===== src/rtl/alu_cmd_sequencer.sv =====
// Command sequencer for the 8-function LogicUnit ALU: accepts a command, drives the ALU for one cycle, returns the registered result.
// Optional build macro ALU_SEQ_STATS_EN adds saturating response/error counters (stat_done, stat_err).
module alu_cmd_sequencer #(
    parameter int N     = 8,
    parameter int TAG_W = 4
) (
    input  logic             clk,
    input  logic             rst,
    input  logic             cmd_valid,
    output logic             cmd_ready,
    input  logic [2:0]       cmd_op,
    input  logic [N-1:0]     cmd_a,
    input  logic [N-1:0]     cmd_b,
    input  logic [TAG_W-1:0] cmd_tag,
    output logic [N-1:0]     alu_a,
    output logic [N-1:0]     alu_b,
    output logic [2:0]       alu_control,
    input  logic [N-1:0]     alu_result,
    output logic             rsp_valid,
    input  logic             rsp_ready,
    output logic [N-1:0]     rsp_result,
    output logic [TAG_W-1:0] rsp_tag,
    output logic             rsp_zero,
    output logic             rsp_err
`ifdef ALU_SEQ_STATS_EN
    ,
    output logic [15:0]      stat_done,
    output logic [15:0]      stat_err
`endif
);

    typedef enum logic [1:0] {
        IDLE,
        EXEC,
        RESP
    } state_t;

    // The ALU floats its output for this code, so it is answered without an execute cycle.
    localparam logic [2:0] OP_RSVD = 3'b011;

    state_t     state;
    state_t     state_nxt;
    logic [2:0] op_q;
    logic       accept;
    logic       rsp_hs;

    always_ff @(posedge clk) begin
        if (rst) begin
            state <= IDLE;
        end else begin
            state <= state_nxt;
        end
    end

    always_comb begin
        state_nxt   = state;
        cmd_ready   = 1'b0;
        rsp_valid   = 1'b0;
        alu_control = 3'b000;
        accept      = 1'b0;
        rsp_hs      = 1'b0;
        case (state)
            IDLE: begin
                cmd_ready = 1'b1;
                accept    = cmd_valid;
                if (cmd_valid) begin
                    state_nxt = (cmd_op == OP_RSVD) ? RESP : EXEC;
                end
            end
            EXEC: begin
                alu_control = op_q;
                state_nxt   = RESP;
            end
            RESP: begin
                rsp_valid = 1'b1;
                rsp_hs    = rsp_ready;
                if (rsp_ready) begin
                    state_nxt = IDLE;
                end
            end
            default: state_nxt = IDLE;
        endcase
    end

    // Operands stay on alu_a/alu_b after execute so the ALU inputs do not toggle while idle.
    always_ff @(posedge clk) begin
        if (rst) begin
            alu_a      <= '0;
            alu_b      <= '0;
            op_q       <= 3'b000;
            rsp_result <= '0;
            rsp_tag    <= '0;
            rsp_zero   <= 1'b0;
            rsp_err    <= 1'b0;
        end else begin
            if (accept) begin
                alu_a   <= cmd_a;
                alu_b   <= cmd_b;
                op_q    <= cmd_op;
                rsp_tag <= cmd_tag;
                if (cmd_op == OP_RSVD) begin
                    rsp_result <= '0;
                    rsp_zero   <= 1'b1;
                    rsp_err    <= 1'b1;
                end
            end
            if (state == EXEC) begin
                rsp_result <= alu_result;
                rsp_zero   <= (alu_result == '0);
                rsp_err    <= 1'b0;
            end
        end
    end

`ifdef ALU_SEQ_STATS_EN
    function automatic logic [15:0] sat_inc(input logic [15:0] v);
        return (v == 16'hFFFF) ? v : v + 16'd1;
    endfunction

    always_ff @(posedge clk) begin
        if (rst) begin
            stat_done <= 16'd0;
            stat_err  <= 16'd0;
        end else if (rsp_hs) begin
            stat_done <= sat_inc(stat_done);
            if (rsp_err) begin
                stat_err <= sat_inc(stat_err);
            end
        end
    end
`endif

endmodule


===== config.mk =====
export PLATFORM = sky130hd
export DESIGN_NAME = alu_cmd_sequencer
export DESIGN_NICKNAME = d
export VERILOG_FILES = /design/src/rtl/alu_cmd_sequencer.sv
export SDC_FILE = /design/constraint.sdc
export NUM_CORES = 1
export LEC_CHECK = 0
export ABC_AREA = 1
export CORE_AREA = 5 5 66 68
export DETAILED_ROUTE_END_ITERATION = 8
export DIE_AREA = 0 0 71 73
export PLACE_DENSITY = 0.76
export SYNTH_ARGS = -nofsm -noshare
export SYNTH_HDL_FRONTEND = slang
export SYNTH_SLANG_ARGS = --single-unit

===== constraint.sdc =====
create_clock -name clk -period 1.2 [get_ports clk]
set_clock_uncertainty 0.05 [all_clocks]
set_input_delay 0.24 -clock clk [delete_from_list [all_inputs] [get_ports clk]]
set_output_delay 0.24 -clock clk [all_outputs]
set_load 0.03 [all_outputs]

==> results of run 1 <==
layout by cell type, fill, tap and decap left out, types with 6 or more instances in the layout:
cell              n
a21oi_1          10
buf_4            40
buf_6             7
clkdlybuf4s50_1  34
dfxtp_1          33
inv_1             6
nand2_1          16
nand3_1           9
nor2_1           37
nor2_2           13
o21ai_2          17
cell families after synthesis:
logic type,synth area share (%)
flip-flops,50.7
buffers and inverters,8.79
AO/OA/AOI/OAI,13.0
AND/OR/NAND/NOR,27.4
critical path, cell delays in order (launching register included):
cell     delay (ps)
dfxtp_4         360
inv_4            80
nand2_8          70
nor2_4           90
buf_6           130
timing repair:
item / CTS / global route
hold buffers: 0 / 0
setup endpoints to repair: 7 / 34
gates resized for setup: 11 / 51
setup buffers: 3 / 1
pin swaps: 1 / 20
gates cloned: 0 / 3
where the power goes:
group	internal, mW	leakage, nW	switching, mW
clock	0.407	0.0422	0.403
sequential	1.26	0.290	0.0648
combinational	0.418	0.688	0.477
per-stage QoR:
stage / worst slack (ps) / power [mW] / std cells / TNS (ps) / util [%]
finish: -123 / 3.03 / 310 / -908 / 63.9
CTS: -131 / 2.93 / 306 / -940 / 58.9
global placement: -265 / 2.08 / 295 / -7220 / 55.2
detailed placement: -293 / 2.10 / 295 / -7970 / 55.2
global route: -174 / 3.17 / 310 / -2160 / 63.9
floorplan: -16.5 / 1.77 / 173 / -49.5 / -
cell type report:
| cell class | instances | area, um2 |
|---|---|---|
| repair buffers | 86 | 830 |
| multi-input cells | 121 | 697 |
| flip-flops and latches | 35 | 708 |
| clock inverters | 1 | 5.00 |
| well taps | 50 | 62.6 |
| inverters | 10 | 50.0 |
| fillers | 360 | 1370 |
| clock buffers | 7 | 76.3 |
metal layers:
metal,GRT usage [%],wire length (um),vias to the layer above
met5,0,0,-
met4,7.52,57,0
met3,4.13,276,6
met2,25.4,2110,42
met1,17.1,1620,673
li1,-,-,726
state kept, by name, summed over array words and instances, names as in the netlist:
name        count
rsp_tag         4
op_q            3
state           2
alu_b           8
rsp_result      8
alu_a           8
rsp_err         1
rsp_zero        1
worst max-delay path by stage:
stage                                      from                    endpoint  slack [ps]  cells after the start
final                     state[1]$_SDFFE_PP0P_              alu_control[0]        -120                      4
after global routing      state[1]$_SDFFE_PP0P_              alu_control[0]        -170                      4
after CTS                 state[1]$_SDFFE_PP0P_              alu_control[1]        -130                      4
after detailed placement              cmd_op[1]  rsp_result[3]$_SDFFE_PP0P_        -290                      6
after global placement                cmd_op[1]       rsp_zero$_SDFFE_PP0P_        -260                      7
after floorplan           state[1]$_SDFFE_PP0P_              alu_control[0]         -20                      4
==> key figures, run 1 <==
Run status
  • Status: finished with violations
  • Failing checks: setup timing

Worst setup path
  • Crit-path max FO: 4
  • R2r startpoint: state[1]$_SDFFE_PP0P_
  • CP Data Required Time: 910 ps
  • CP Capture Type: output port
  • Crit Path Category: reg -> out
  • Worst R2R End: rsp_result[6]$_SDFFE_PP0P_
  • Startpoint Class: register
  • R2r setup slk: -60 ps
  • Worst EP arrival: 1030 ps
  • R2R cell count: 7

Drt
  • Post-route DRC: 0
  • Post-route ant nets: 0
  • Routed wire per std cell: 13.1 um
  • DR iter-0 viols: 61
  • Drt pass-1 iters: 4
  • Total wire length: 4060 um
  • Vias after detailed routing: 1447
  • Vias/cell: 4.67

Timing
  • Relative slew slack: 85.1%
  • Final worst setup slack: -123 ps
  • Final setup viols: 13
  • Achievable Freq: 756 MHz
  • Worst hold margin: 422 ps
  • Tmin final: 1320 ps
  • Slew @ Worst Pin: 222 ps
  • Max-slew violations: 0
  • Part of the cycle the worst path needs: 110%
  • RSZ-0062 raised after global routing: yes
  • Final hold violation count: 0

Yosys
  • Most instantiated cells after synthesis: nor2_1, dfxtp_1, o21ai_0, nand2_1, a21oi_1
  • Synth area leader: dfxtp_1
  • Syn_area_per_cell: 7.98 um2
  • Mapped Area: 1380 um2
  • Count leader, synth: nor2_1
  • Number of synthesized flops with an enable pin: 0
  • Syn Nets: 208
  • Synth top area share: 50.7%
  • Yosys cell types: 20
  • Sequential-to-total area share from yosys stat: 50.7%
  • Synth warn: 0
  • Ys async rst share: 0%
  • Ys flop type: dfxtp_1
  • Cells after synthesis: 173
  • Top cells by area, synth: dfxtp_1, nor2_1, o21ai_0
  • Register bit total from synthesis: 35

Die
  • Core box area: 3800 um2
  • FP Rows: 23
  • Die width: 71 um
  • Die Area: 5180 um2
  • I/O pin total: 70
  • Initial Utilization: 36.4%
  • Die Span Y: 73 um

CTS
  • CTS buffer count: 5
  • CTS tree: built
  • H-tree lvl count: 2
  • Worst-Skew Late Latency: 280 ps
  • Max clock buf depth: 2
  • Clk root buf: clkbuf_8
  • Reg clk slew, reported paths: 60 ps
  • Clock Sinks: 35

Global routing
  • First-pass GRT wire length: 6070 um
  • Total GRT Usage: 14.9%
  • Initial antenna violation count: 0
  • Largest net degree at the start of global routing: 18
  • Number of global-route vias before repair: 1347
  • GRT overflow: 0

Power and ir drop
  • Worst vdd ir: 0.000565 V
  • Leak: 1.02 nW
  • Cell Pwr Density: 1250 nW/um2

Final layout
  • Antenna diode count: 0
  • Ratio of cells with drive above 1 in the final layout: 40.8%
  • Final Cell Area: 2430 um2
  • Final net count: 294
  • P&R area growth vs syn: 75.8%

Placed design
  • Routability congestion estimate: 0.764
  • Final HPWL DP: 2800 um
  • Placed cell areas: 2100 um2
  • Port buffer count: 69

Run
  • Max Cap Violations: 0

Min path
  • WHS Endpoint: rsp_tag[2]$_SDFFE_PP0P_
  • Hold/Removal Path Class: reg -> reg
  • HP Start: rsp_tag[2]$_SDFFE_PP0P_
  • Cells on Worst Hold Path: 2
Note: power is estimated with default switching activity, not from simulation.
==> run 2, diff against run 1 <==
--- a/config.mk
+++ b/config.mk
@@ -10,6 +10,7 @@
 export DETAILED_ROUTE_END_ITERATION = 8
 export DIE_AREA = 0 0 71 73
 export PLACE_DENSITY = 0.76
+export SKIP_LAST_GASP = 1
 export SYNTH_ARGS = -nofsm -noshare
 export SYNTH_HDL_FRONTEND = slang
 export SYNTH_SLANG_ARGS = --single-unit
==> run 2 against run 1 <==
  * The run still ends with setup timing left
  * Wire length fell by 2.2%
  * Power decreased by 0.11%
  * Cell count fell by 0.32%
  * Count of clock-buffer cells in the layout did not move
  * Cell area hardly changed
  * Combinational power about the same
  * Non-clock buffer count unchanged
  * Critical path depth stayed put
  * Sequential cell count did not move
  * Die area unchanged
  * Critical path type unchanged
  * Critical endpoint unchanged
  * Largest cell class unchanged
==> key figures, run 2 (synthesis results as in run 1) <==
Run status
  • Status: finished with violations
  • Failing checks: setup timing

Timing
  • Slew @ Worst Pin: 200 ps (-22.2 ps)
  • Final setup viols: 10 (-3)
  • Relative slew slack: 86.6% (+1.5 points)
  • Final TNS setup: -765 ps (+143 ps)
  • Achievable Freq: 758 MHz (+0.26%)
  • Part of the cycle the worst path needs: 110% (-0.29 points)
  • Tmin final: 1320 ps (-3.46 ps)
  • Max-slew violations: 0 (unchanged)
  • Final hold violation count: 0 (unchanged)
  • RSZ-0062 raised after global routing: yes
  • Final worst setup slack: -120 ps (+3.46 ps)
  • Worst hold margin: 430 ps (+8.26 ps)

Die
  • Initial Utilization: 36.4% (unchanged)
  • Die width: 71 um (unchanged)
  • FP Rows: 23 (unchanged)
  • Die Area: 5180 um2 (unchanged)
  • Core box area: 3800 um2 (unchanged)
  • I/O pin total: 70 (unchanged)
  • Die Span Y: 73 um (unchanged)

Power and ir drop
  • Total power: 3.02 mW (-0.11%)
  • Leak: 1.02 nW (+0.15%)
  • Worst vdd ir: 0.000561 V (-0.68%)
  • Cell Pwr Density: 1250 nW/um2 (about the same)

Final layout
  • Antenna diode count: 0 (unchanged)
  • Final Cell Area: 2430 um2 (about the same)
  • Final net count: 293 (-0.34%)
  • Commonest cells after routing, fill and taps aside: buf_4, nor2_1, clkdlybuf4s50_1, dfxtp_1, o21ai_2
  • Util after Layout: 63.9% (about the same)
  • Ratio of cells with drive above 1 in the final layout: 40.9% (+0.16 points)
  • Most common cell after layout, fill and taps aside: buf_4
  • Biggest regs: alu_a: 8 flops, alu_b: 8 flops, rsp_result: 8 flops
  • P&R area growth vs syn: 75.7% (about the same)

Placed design
  • Final HPWL DP: 2800 um (unchanged)
  • Port buffer count: 69 (unchanged)
  • Placed cell areas: 2100 um2 (unchanged)
  • Routability congestion estimate: 0.764 (unchanged)

CTS
  • CTS Hold Bufs: 0 (unchanged)
  • CTS tree: built
  • Reg clk slew, reported paths: 60 ps (about the same)
  • Worst-Skew Late Latency: 280 ps (about the same)
  • Clock Sinks: 35 (unchanged)
  • Max clock buf depth: 2 (unchanged)
  • Clk root buf: clkbuf_8
  • CTS buffer count: 5 (unchanged)
  • H-tree lvl count: 2 (unchanged)

Min path
  • Hold/Removal Path Class: reg -> reg

Drt
  • Routed wire per std cell: 12.8 um (-1.9%)
  • Total wire length: 3970 um (-2.2%)
  • Drt pass-1 iters: 4 (unchanged)
  • Vias/cell: 4.62 (-0.99%)
  • DR iter-0 viols: 53 (-13%)
  • Post-route DRC: 0 (unchanged)
  • Vias after detailed routing: 1428 (-1.3%)
  • Post-route ant nets: 0 (unchanged)

Worst setup path
  • CP Capture Type: output port
  • Startpoint Class: register
  • Crit-path max FO: 4 (unchanged)
  • Crit Path Category: reg -> out
  • Worst EP arrival: 1030 ps (about the same)
  • CP Data Required Time: 910 ps (about the same)
  • R2r setup slk: -60 ps (about the same)

Global routing
  • Largest net degree at the start of global routing: 18 (unchanged)
  • First-pass GRT wire length: 6090 um (+0.21%)
  • Initial antenna violation count: 0 (unchanged)
  • Number of global-route vias before repair: 1345 (-0.15%)
  • Total GRT Usage: 15.0% (+0.058 points)
  • GRT overflow: 0 (unchanged)

Run
  • Max Cap Violations: 0 (unchanged)
[run 2: changes by cell type in the layout (fill, tap and decap cells not counted)]
| cell | delta |
|---|---|
| nand2_1 | -1 |
| nand3_1 | +1 |
| nand3_2 | -1 |
| nor2_1 | -1 |
| nor2_4 | +1 |
[run 2: final cells by class]
class / count / area [um2]
clock buffer: 7 / 76.3
clock inverter: 1 / 5.00
fill: 361 / 1370
inverter: 10 / 50.0
multi-input combinational: 120 / 696
sequential: 35 / 708
tap: 50 / 62.6
timing repair buffer: 86 / 830
[run 2: metrics by stage]
stage	std cells	setup WS (ps)
floorplan	173	-16.5
global placement	295	-265
detailed placement	295	-293
CTS	306	-134
global route	309	-174
finish	309	-120
[run 2: power breakdown]
group	internal, mW	switching (mW)
clock network	0.407	0.397
logic	0.420	0.476
registers	1.26	0.0662
[run 2: timing repair]
action | in CTS | in global routing
hold endpoints to repair | 0 | 0
gates resized for setup | 10 | 53
cloned | 0 | 2
buffers inserted | 3 | 1
pin swaps | 1 | 15
endpoints found under the setup margin | 7 | 34
[run 2: final timing paths]
path | to | start | cells after the start
worst max-delay path | alu_control[0] | state[1]$_SDFFE_PP0P_ | 4
worst min-delay path | rsp_tag[0]$_SDFFE_PP0P_ | rsp_tag[0]$_SDFFE_PP0P_ | 2
worst max register to register | rsp_result[1]$_SDFFE_PP0P_ | state[1]$_SDFFE_PP0P_ | 7
worst min register to register | rsp_tag[0]$_SDFFE_PP0P_ | rsp_tag[0]$_SDFFE_PP0P_ | 2
[run 2: metal layers]
metal / vias up / routed length (um) / GRT usage [%] / part of all wire, %
li1: 721 / - / - / -
met1: 659 / 1590 / 17.1 / 40
met2: 42 / 2040 / 25.6 / 51
met3: 6 / 277 / 4.13 / 7.0
met4: 0 / 57 / 7.52 / 1.4
met5: - / 0 / 0 / 0
[run 2: critical path, stage by stage (launching register included)]
cell and delay, ps:
dfxtp_4 360, inv_4 80, nand2_8 70, nor2_4 90, buf_6 130
